## src/rtl/match_controller.sv

```systemverilog
// ---------------------------------------------------------------------------
// match_controller
//
// Round/match sequencer for the two-player fighter. Runs a best-of-N match
// of timed rounds: each round opens with a countdown, then a FIGHT phase that
// ends on a KO or when the round timer expires, then a short ROUND_END
// display phase. Win counts are kept per player. When a player reaches the
// required number of wins, or the round cap is hit, the match is over.
//
// Two hold-to-restart inputs share one restart sequence:
//   restart_btn  - only honoured once the match is over
//   force_reset  - honoured in every state, overrides any other transition
// Each must be held for HOLD_TICKS consecutive ticks and fires once per hold.
//
// Ports:
//   clk          in   system clock (100 MHz)
//   reset_n      in   asynchronous active-low reset
//   tick         in   single-clk 20 Hz game tick enable
//   health_1     in   [HP_W]  player 1 health
//   health_2     in   [HP_W]  player 2 health
//   restart_btn  in   restart request (MATCH_OVER only)
//   force_reset  in   restart request (any state)
//   state        out  [3]  0 IDLE, 1 COUNTDOWN, 2 FIGHT, 3 ROUND_END, 4 MATCH_OVER
//   fight_en     out  high only while in FIGHT
//   round_reset  out  one-clk pulse reinitialising positions, health, bullets
//   round_num    out  current round number, 1-based (0 only under reset)
//   wins_1       out  player 1 round wins
//   wins_2       out  player 2 round wins
//   round_winner out  [2] last round result: 00 none, 01 P1, 10 P2, 11 draw
//   winner       out  [2] match result, same encoding, non-zero in MATCH_OVER
//   time_left    out  FIGHT ticks remaining
// ---------------------------------------------------------------------------
module match_controller #(
  parameter int HP_W            = 9,
  parameter int ROUNDS_TO_WIN   = 2,
  parameter int MAX_ROUNDS      = 3,
  parameter int ROUND_TICKS     = 1200,
  parameter int COUNTDOWN_TICKS = 60,
  parameter int END_TICKS       = 40,
  parameter int HOLD_TICKS      = 40
) (
  input  logic                               clk,
  input  logic                               reset_n,
  input  logic                               tick,
  input  logic [HP_W-1:0]                    health_1,
  input  logic [HP_W-1:0]                    health_2,
  input  logic                               restart_btn,
  input  logic                               force_reset,
  output logic [2:0]                         state,
  output logic                               fight_en,
  output logic                               round_reset,
  output logic [$clog2(MAX_ROUNDS+1)-1:0]    round_num,
  output logic [$clog2(ROUNDS_TO_WIN+1)-1:0] wins_1,
  output logic [$clog2(ROUNDS_TO_WIN+1)-1:0] wins_2,
  output logic [1:0]                         round_winner,
  output logic [1:0]                         winner,
  output logic [$clog2(ROUND_TICKS+1)-1:0]   time_left
);

  localparam logic [2:0] S_IDLE       = 3'd0;
  localparam logic [2:0] S_COUNTDOWN  = 3'd1;
  localparam logic [2:0] S_FIGHT      = 3'd2;
  localparam logic [2:0] S_ROUND_END  = 3'd3;
  localparam logic [2:0] S_MATCH_OVER = 3'd4;

  localparam logic [1:0] RES_P1   = 2'b01;
  localparam logic [1:0] RES_P2   = 2'b10;
  localparam logic [1:0] RES_DRAW = 2'b11;

  localparam int RN_W = $clog2(MAX_ROUNDS + 1);
  localparam int WN_W = $clog2(ROUNDS_TO_WIN + 1);
  localparam int TL_W = $clog2(ROUND_TICKS + 1);

  // A zero-length end phase or hold would be meaningless; treat it as one
  // tick so the counters below never need a negative terminal value.
  localparam int END_EFF  = (END_TICKS  < 1) ? 1 : END_TICKS;
  localparam int HOLD_EFF = (HOLD_TICKS < 1) ? 1 : HOLD_TICKS;

  // The countdown and end phases never overlap, so they share one counter
  // sized for the longer of the two.
  localparam int PH_MAX = (COUNTDOWN_TICKS > END_EFF) ? COUNTDOWN_TICKS : END_EFF;
  localparam int PH_W   = $clog2(PH_MAX + 1);
  localparam int HOLD_W = $clog2(HOLD_EFF + 1);

  localparam logic [PH_W-1:0]   CD_LAST   = PH_W'(COUNTDOWN_TICKS - 1);
  localparam logic [PH_W-1:0]   END_LAST  = PH_W'(END_EFF - 1);
  localparam logic [HOLD_W-1:0] HOLD_FULL = HOLD_W'(HOLD_EFF);
  localparam logic [HOLD_W-1:0] HOLD_LAST = HOLD_W'(HOLD_EFF - 1);
  localparam logic [TL_W-1:0]   TL_FULL   = TL_W'(ROUND_TICKS);
  localparam logic [RN_W-1:0]   RN_MAX    = RN_W'(MAX_ROUNDS);
  localparam logic [RN_W-1:0]   RN_FIRST  = RN_W'(1);
  localparam logic [WN_W-1:0]   WN_GOAL   = WN_W'(ROUNDS_TO_WIN);
  localparam logic [WN_W-1:0]   WN_ONE    = WN_W'(1);

  logic [PH_W-1:0]   phase_cnt;
  logic [HOLD_W-1:0] force_cnt;
  logic [HOLD_W-1:0] force_cnt_next;
  logic [HOLD_W-1:0] restart_cnt;
  logic [HOLD_W-1:0] restart_cnt_next;
  logic              force_fire;
  logic              restart_fire;
  logic              h1_zero;
  logic              h2_zero;
  logic              ko;
  logic              time_up;
  logic              round_over;
  logic [1:0]        timeout_code;
  logic [1:0]        result_code;

  assign fight_en = (state == S_FIGHT);

  // Round judgement. The KO code falls straight out of the two zero flags
  // (h1 dead -> P2 wins, h2 dead -> P1 wins, both -> draw). KO takes
  // priority over a timeout landing in the same cycle.
  always_comb begin
    h1_zero = (health_1 == '0);
    h2_zero = (health_2 == '0);
    ko      = h1_zero | h2_zero;
    if (health_1 > health_2) begin
      timeout_code = RES_P1;
    end else if (health_2 > health_1) begin
      timeout_code = RES_P2;
    end else begin
      timeout_code = RES_DRAW;
    end
    result_code = ko ? {h1_zero, h2_zero} : timeout_code;
    time_up     = (time_left == '0);
    round_over  = ko | time_up;
  end

  // Hold counters advance only on ticks and saturate at the hold length.
  // A restart fires on the single tick that takes a counter from one short
  // of full to full, so a held button fires exactly once until released.
  // The restart_btn counter only runs while the match is over.
  always_comb begin
    force_cnt_next = force_cnt;
    force_fire     = 1'b0;
    if (tick) begin
      if (!force_reset) begin
        force_cnt_next = '0;
      end else if (force_cnt != HOLD_FULL) begin
        force_cnt_next = force_cnt + HOLD_W'(1);
        force_fire     = (force_cnt == HOLD_LAST);
      end
    end

    restart_cnt_next = restart_cnt;
    restart_fire     = 1'b0;
    if (state != S_MATCH_OVER) begin
      restart_cnt_next = '0;
    end else if (tick) begin
      if (!restart_btn) begin
        restart_cnt_next = '0;
      end else if (restart_cnt != HOLD_FULL) begin
        restart_cnt_next = restart_cnt + HOLD_W'(1);
        restart_fire     = (restart_cnt == HOLD_LAST);
      end
    end
  end

  // Hold counter registers.
  always_ff @(posedge clk or negedge reset_n) begin
    if (!reset_n) begin
      force_cnt   <= '0;
      restart_cnt <= '0;
    end else begin
      force_cnt   <= force_cnt_next;
      restart_cnt <= restart_cnt_next;
    end
  end

  // Match sequencer. The restart sequence (also the exit from IDLE) sets up
  // round 1 and pulses round_reset; it takes precedence over every normal
  // transition so force_reset can never be lost to a coincident state change.
  // round_reset defaults low each cycle, so it is at most one clk wide.
  always_ff @(posedge clk or negedge reset_n) begin
    if (!reset_n) begin
      state        <= S_IDLE;
      round_reset  <= 1'b0;
      round_num    <= '0;
      wins_1       <= '0;
      wins_2       <= '0;
      round_winner <= 2'b00;
      winner       <= 2'b00;
      time_left    <= TL_FULL;
      phase_cnt    <= '0;
    end else begin
      round_reset <= 1'b0;
      if (force_fire || restart_fire || (state == S_IDLE)) begin
        state        <= S_COUNTDOWN;
        round_reset  <= 1'b1;
        round_num    <= RN_FIRST;
        wins_1       <= '0;
        wins_2       <= '0;
        round_winner <= 2'b00;
        winner       <= 2'b00;
        time_left    <= TL_FULL;
        phase_cnt    <= '0;
      end else begin
        case (state)
          // Health is deliberately ignored here so the health block has
          // settled after round_reset before any KO can be judged.
          S_COUNTDOWN: begin
            if (tick) begin
              if (phase_cnt == CD_LAST) begin
                state     <= S_FIGHT;
                time_left <= TL_FULL;
                phase_cnt <= '0;
              end else begin
                phase_cnt <= phase_cnt + PH_W'(1);
              end
            end
          end

          // KO is checked every clk; the timer expiring is seen the cycle
          // after the decrement that reached zero, so the decrement itself
          // can never wrap.
          S_FIGHT: begin
            if (round_over) begin
              round_winner <= result_code;
              if ((result_code == RES_P1) && (wins_1 != WN_GOAL)) begin
                wins_1 <= wins_1 + WN_ONE;
              end
              if ((result_code == RES_P2) && (wins_2 != WN_GOAL)) begin
                wins_2 <= wins_2 + WN_ONE;
              end
              state     <= S_ROUND_END;
              phase_cnt <= '0;
            end else if (tick) begin
              time_left <= time_left - TL_W'(1);
            end
          end

          // After the display hold, either the match is decided (by reaching
          // the win target or by running out of rounds) or the next round
          // is set up.
          S_ROUND_END: begin
            if (tick) begin
              if (phase_cnt == END_LAST) begin
                phase_cnt <= '0;
                if (wins_1 == WN_GOAL) begin
                  winner <= RES_P1;
                  state  <= S_MATCH_OVER;
                end else if (wins_2 == WN_GOAL) begin
                  winner <= RES_P2;
                  state  <= S_MATCH_OVER;
                end else if (round_num == RN_MAX) begin
                  if (wins_1 > wins_2) begin
                    winner <= RES_P1;
                  end else if (wins_2 > wins_1) begin
                    winner <= RES_P2;
                  end else begin
                    winner <= RES_DRAW;
                  end
                  state <= S_MATCH_OVER;
                end else begin
                  round_num   <= round_num + RN_FIRST;
                  round_reset <= 1'b1;
                  state       <= S_COUNTDOWN;
                end
              end else begin
                phase_cnt <= phase_cnt + PH_W'(1);
              end
            end
          end

          // Everything holds; only a restart leaves this state.
          S_MATCH_OVER: begin
            state <= S_MATCH_OVER;
          end

          default: begin
            state <= S_IDLE;
          end
        endcase
      end
    end
  end

endmodule

```

## config.mk

```make
export PLATFORM = sky130hd
export DESIGN_NAME = match_controller
export DESIGN_NICKNAME = d
export VERILOG_FILES = /design/src/rtl/match_controller.sv
export SDC_FILE = /design/constraint.sdc
export NUM_CORES = 1
export LEC_CHECK = 0
export CORE_ASPECT_RATIO = 0.8
export CORE_UTILIZATION = 50
export CTS_CLUSTER_SIZE = 30
export DETAILED_ROUTE_END_ITERATION = 6
export GPL_TIMING_DRIVEN = 0
export PLACE_DENSITY = 0.74
export SKIP_LAST_GASP = 1
export SLEW_MARGIN = 0
export SYNTH_ARGS = -nofsm -noshare
export SYNTH_HDL_FRONTEND = slang
export SYNTH_SLANG_ARGS = --single-unit
```

## constraint.sdc

```tcl
create_clock -name clk -period 3.04 [get_ports clk]
set_input_delay 0.456 -clock clk [delete_from_list [all_inputs] [get_ports clk]]
set_output_delay 0.456 -clock clk [all_outputs]
set_load 0.02 [all_outputs]
```

# Word-level counts from Yosys, hierarchy flattened
# Index checks and enable logic that the tools add are counted.
# word_totals
output_inout_bits,26
wordCells,156
in_bits,23
ff_bits,43
# op_classes
reduce_logical,29
n_lt_le_gt_ge,4
n_eq_ne,30
add_sub_neg,7
muxes,73
bitwise_logic,2
# ops
operator,n
$mux W6,12
$mux W2,28
$mux W11,5
$mux W3,9
$eq A6 B6 Y1 const B,4
$pmux W11 S2,1
$add A6 B1 Y6 const B,3
$gt A9 B9 Y1,2
$logic_not A9 Y1,2
$pmux W6 S3,1
$mux W1,16
$reduce_bool A2 Y1,8
$ne A3 B3 Y1 const B,5
$ne A6 B6 Y1 const B,2
$pmux W3 S4,1
$logic_not A11 Y1,1
$sub A11 B1 Y11 const B,1
$ne A2 B2 Y1 const B,5
$reduce_and A5 Y1,2
$eq A2 B2 Y1 const B,4
$reduce_and A4 Y1,2
$reduce_bool A4 Y1,2
$add A2 B1 Y2 const B,3
$eq A3 B2 Y1 const B,2
other kinds (15),24

# Longest topological paths before layout
# depth
word_depth,10
depth_mapped,9
ltp_nobuf,8

# Worst setup path before layout
# OpenSTA, ideal clock, no wires.
# synth_timing
path_type,input to register
from,in health_2[3]
to,reg phase_cnt[4]
setup_time_ns,0.081
t_arrival_ns,2.335
path_buffers,0
required_ns,2.959
cell_stages,6
slack_ns,0.623
cell_sequence,or4_4 > nor4_4 > nor3_2 > a211o_4 > or4_4 > o211ai_2
# synth_between
elab_chain_len,5
# synth_lines
item,line_no,rtl
from (decl),46,"input logic [HP_W-1:0] health_2,"
$logic_not A9 Y1,117,h2_zero = (health_2 == '0);
$or A1 B1 Y1,118,ko = h1_zero | h2_zero;
$or A1 B1 Y1,128,round_over = ko | time_up;
$ne A3 B1 Y1 (no line),n/a,
$reduce_and A4 Y1 (no line),n/a,
to (signal assigned),210,phase_cnt <= phase_cnt + PH_W'(1);
to (signal assigned),262,phase_cnt <= phase_cnt + PH_W'(1);
to (decl),95,logic [PH_W-1:0] phase_cnt;
# No other way between the ends.
# A chain may end at the register's enable or synchronous reset.

# Worst setup path in the final report
# Ends and elaborated chain as after synthesis.

==> impl_metrics.ini <==
[run_status]
outcome = finished, final reports clean

[finish]
nNetsFinal = 431
drive_above_1_share_pct = 6.94
fin_area_mm2 = 0.00354
n_antenna_cell = 0
register_area_mm2 = 0.00108
multiInputGateArea_mm2 = 0.00165
syn_to_final_growth_pct = 23.5
stdcell_count = 467
fillers = 478

[clock_tree]
cts-root-buf = clkbuf_8
htree_num_levels = 2
clkLatencyLatePin_ns = 0.29
post_cts_resized = 0
cts_hold_buf = 0
cts_buffer_depth = 2
cts_tree = done
cts_buffers = 5
clk_pin_slew_ns = 0.08
post_cts_buffers = 0
clock_sinks = 43

[placement]
gp_congestion = 0.853
io_buffers = 47
dp_hpwl_um = 5040
place_ws_ns = 0.0132
dp.cells = 459
dpl-instance-area_mm2 = 0.00345

[sta]
fmax_mhz = 366
slew_headroom_pct = 61.1
fin_tns_setup_ns = 0
hold_violations = 0
layout_min_cycle_time_ns = 2.74
setup_ws_ns = 0.304
fin_skew_ns = 0.00642
worst_slew_pin_slew_ns = 0.578
setup_viol = 0
slew_violations = 0
timing.hold.ws_ns = 0.148
period_share_pct = 90.0
grt_setup_unrepaired = false

[run]
maxCapViolCount = 0

[logic_synthesis]
synthTopCellsByCount = dfrtp_1 (39), nand2_1 (36), nor2_1 (26), inv_1 (25), o21ai_0 (25)
yosys.area.top_type = dfrtp_1
syn_nets = 376
synthCells = 333
yosys_warnings = 0
synth_cell_types = 59
yosysMostFrequentCell = dfrtp_1
ys_seq_area_share_pct = 37.7
synth-async-reset-ratio_pct = 100
synth_top_flop_cell = dfrtp_1
synth_top_area_share_pct = 34.1
syn_area_per_cell_um2 = 8.60
synth-edff-count = 0
synth_area_leaders = dfrtp_1 (34%), ha_1 (8.7%), nand2_1 (4.7%)
synth.cell_area_mm2 = 0.00286
ys_ff_latch = 43

[floorplanning]
start_util_pct = 52.1
fp.dieW_um = 86.6
die-area_mm2 = 0.00604
core_region_area_mm2 = 0.00550
die_h_um = 69.7
rows = 24
ioPinCount = 49

[critical_path]
cp-end-kind = flip-flop
crit_required_ns = 3.26
crit_type = input pin to flip-flop
start_kind = input pin
critPathMaxFanout = 9
arrival_ns = 2.95

[hold_path]
hp-class = input pin to async pin

[detailed_routing]
viasPerCell = 5.57
firstDrtPassIters = 4
vias = 2603
wl_um = 6410
antenna_left = 0
drt_iter0_drc = 98
route.detailed.drc = 0
avgRoutedWirePerCell_um = 13.7

[grt]
grt_max_degree = 23
antenna_found_initial = 0
grt_pass1_vias = 2413
grt_pass1_wl_um = 10900
track_usage_pct = 22.6
gr-total-overflow = 0

[power_and_ir_drop]
power_leakage_nw = 1.53
power_density_mw_per_mm2 = 696
max-vdd-ir-drop_uv = 461
layer usage:
metal | global-route usage [%] | wire, um | up-vias
met4 | 4.26 | 31 | 0
met3 | 3.81 | 255 | 4
met1 | 32.6 | 3220 | 1225
li1 | - | - | 1322
met5 | 0 | 0 | -
met2 | 35.7 | 2910 | 52
final timing paths:
kind                       cells after the start           start        endpoint  slack, ns
setup / recovery                               7     health_2[3]    phase_cnt[4]       0.30
hold reg to reg                                1  restart_cnt[5]  restart_cnt[5]       0.49
max in group asynchronous                      2         reset_n    time_left[4]       2.31
hold / removal                                 1         reset_n  restart_cnt[0]       0.15
setup reg to reg                               8    time_left[0]    phase_cnt[4]       0.37
min in group clk                               2            tick    force_cnt[5]       0.43
state kept, by name, summed over array words and instances (netlist names):
signal / flops
force_cnt: 6
phase_cnt: 6
restart_cnt: 6
round_num: 2
round_reset: 1
round_winner: 2
state: 3
time_left: 11
winner: 2
wins_1: 2
wins_2: 2
cell type report:
class	count	area share (%)
Multi-Input combinational cell	257	46.7
Sequential cell	43	30.6
Timing Repair Buffer	48	13.9
Inverter	26	2.76
Tap cell	78	2.76
Clock buffer	7	2.16
Buffer	7	0.955
Clock inverter	1	0.142
cell usage in the layout, fill, tap and decap left out, drive strengths merged, types with 10 or more instances in the layout:
cell type | Yosys | final
clkdlybuf4s50 | 0 | 46
dfrtp | 39 | 39
nand2 | 36 | 36
o21ai | 29 | 29
nor2 | 26 | 26
inv | 26 | 26
ha | 20 | 20
nand3 | 19 | 19
a21oi | 15 | 15
nor3 | 13 | 13
clkbuf | 3 | 10
critical path, stage by stage:
cell and delay, ns:
clkdlybuf4s50_1 0.44, or4_4 0.56, nor4_4 0.39, nor3_2 0.11
a211o_4 0.39, or4_4 0.52, o211ai_2 0.08
kinds of logic after synthesis:
group | count (synthesis) | share of synthesized area (%)
flops | 43 | 37.7
xor+xnor | 4 | 1.22
compound gates | 82 | 18.8
buf+inv | 33 | 4.59
mux | 3 | 1.09
fa+ha+maj | 20 | 8.74
simple gates | 148 | 27.8
power breakdown:
part	switching [W]	leakage, nW	internal (W)
registers	0.000128	0.564	0.000704
clock network	0.000186	0.0422	0.000161
logic	0.000739	0.922	0.000541
total	0.00105	1.53	0.00141
per-stage QoR:
step,power (W),util (%)
2_1_floorplan,0.00169,-
3_3_place_gp,0.00208,62.5
3_5_place_dp,0.00212,62.9
4_1_cts,0.00248,64.3
5_1_grt,0.00265,64.3
6_report,0.00246,64.3
(Power assumes the default switching activity.)
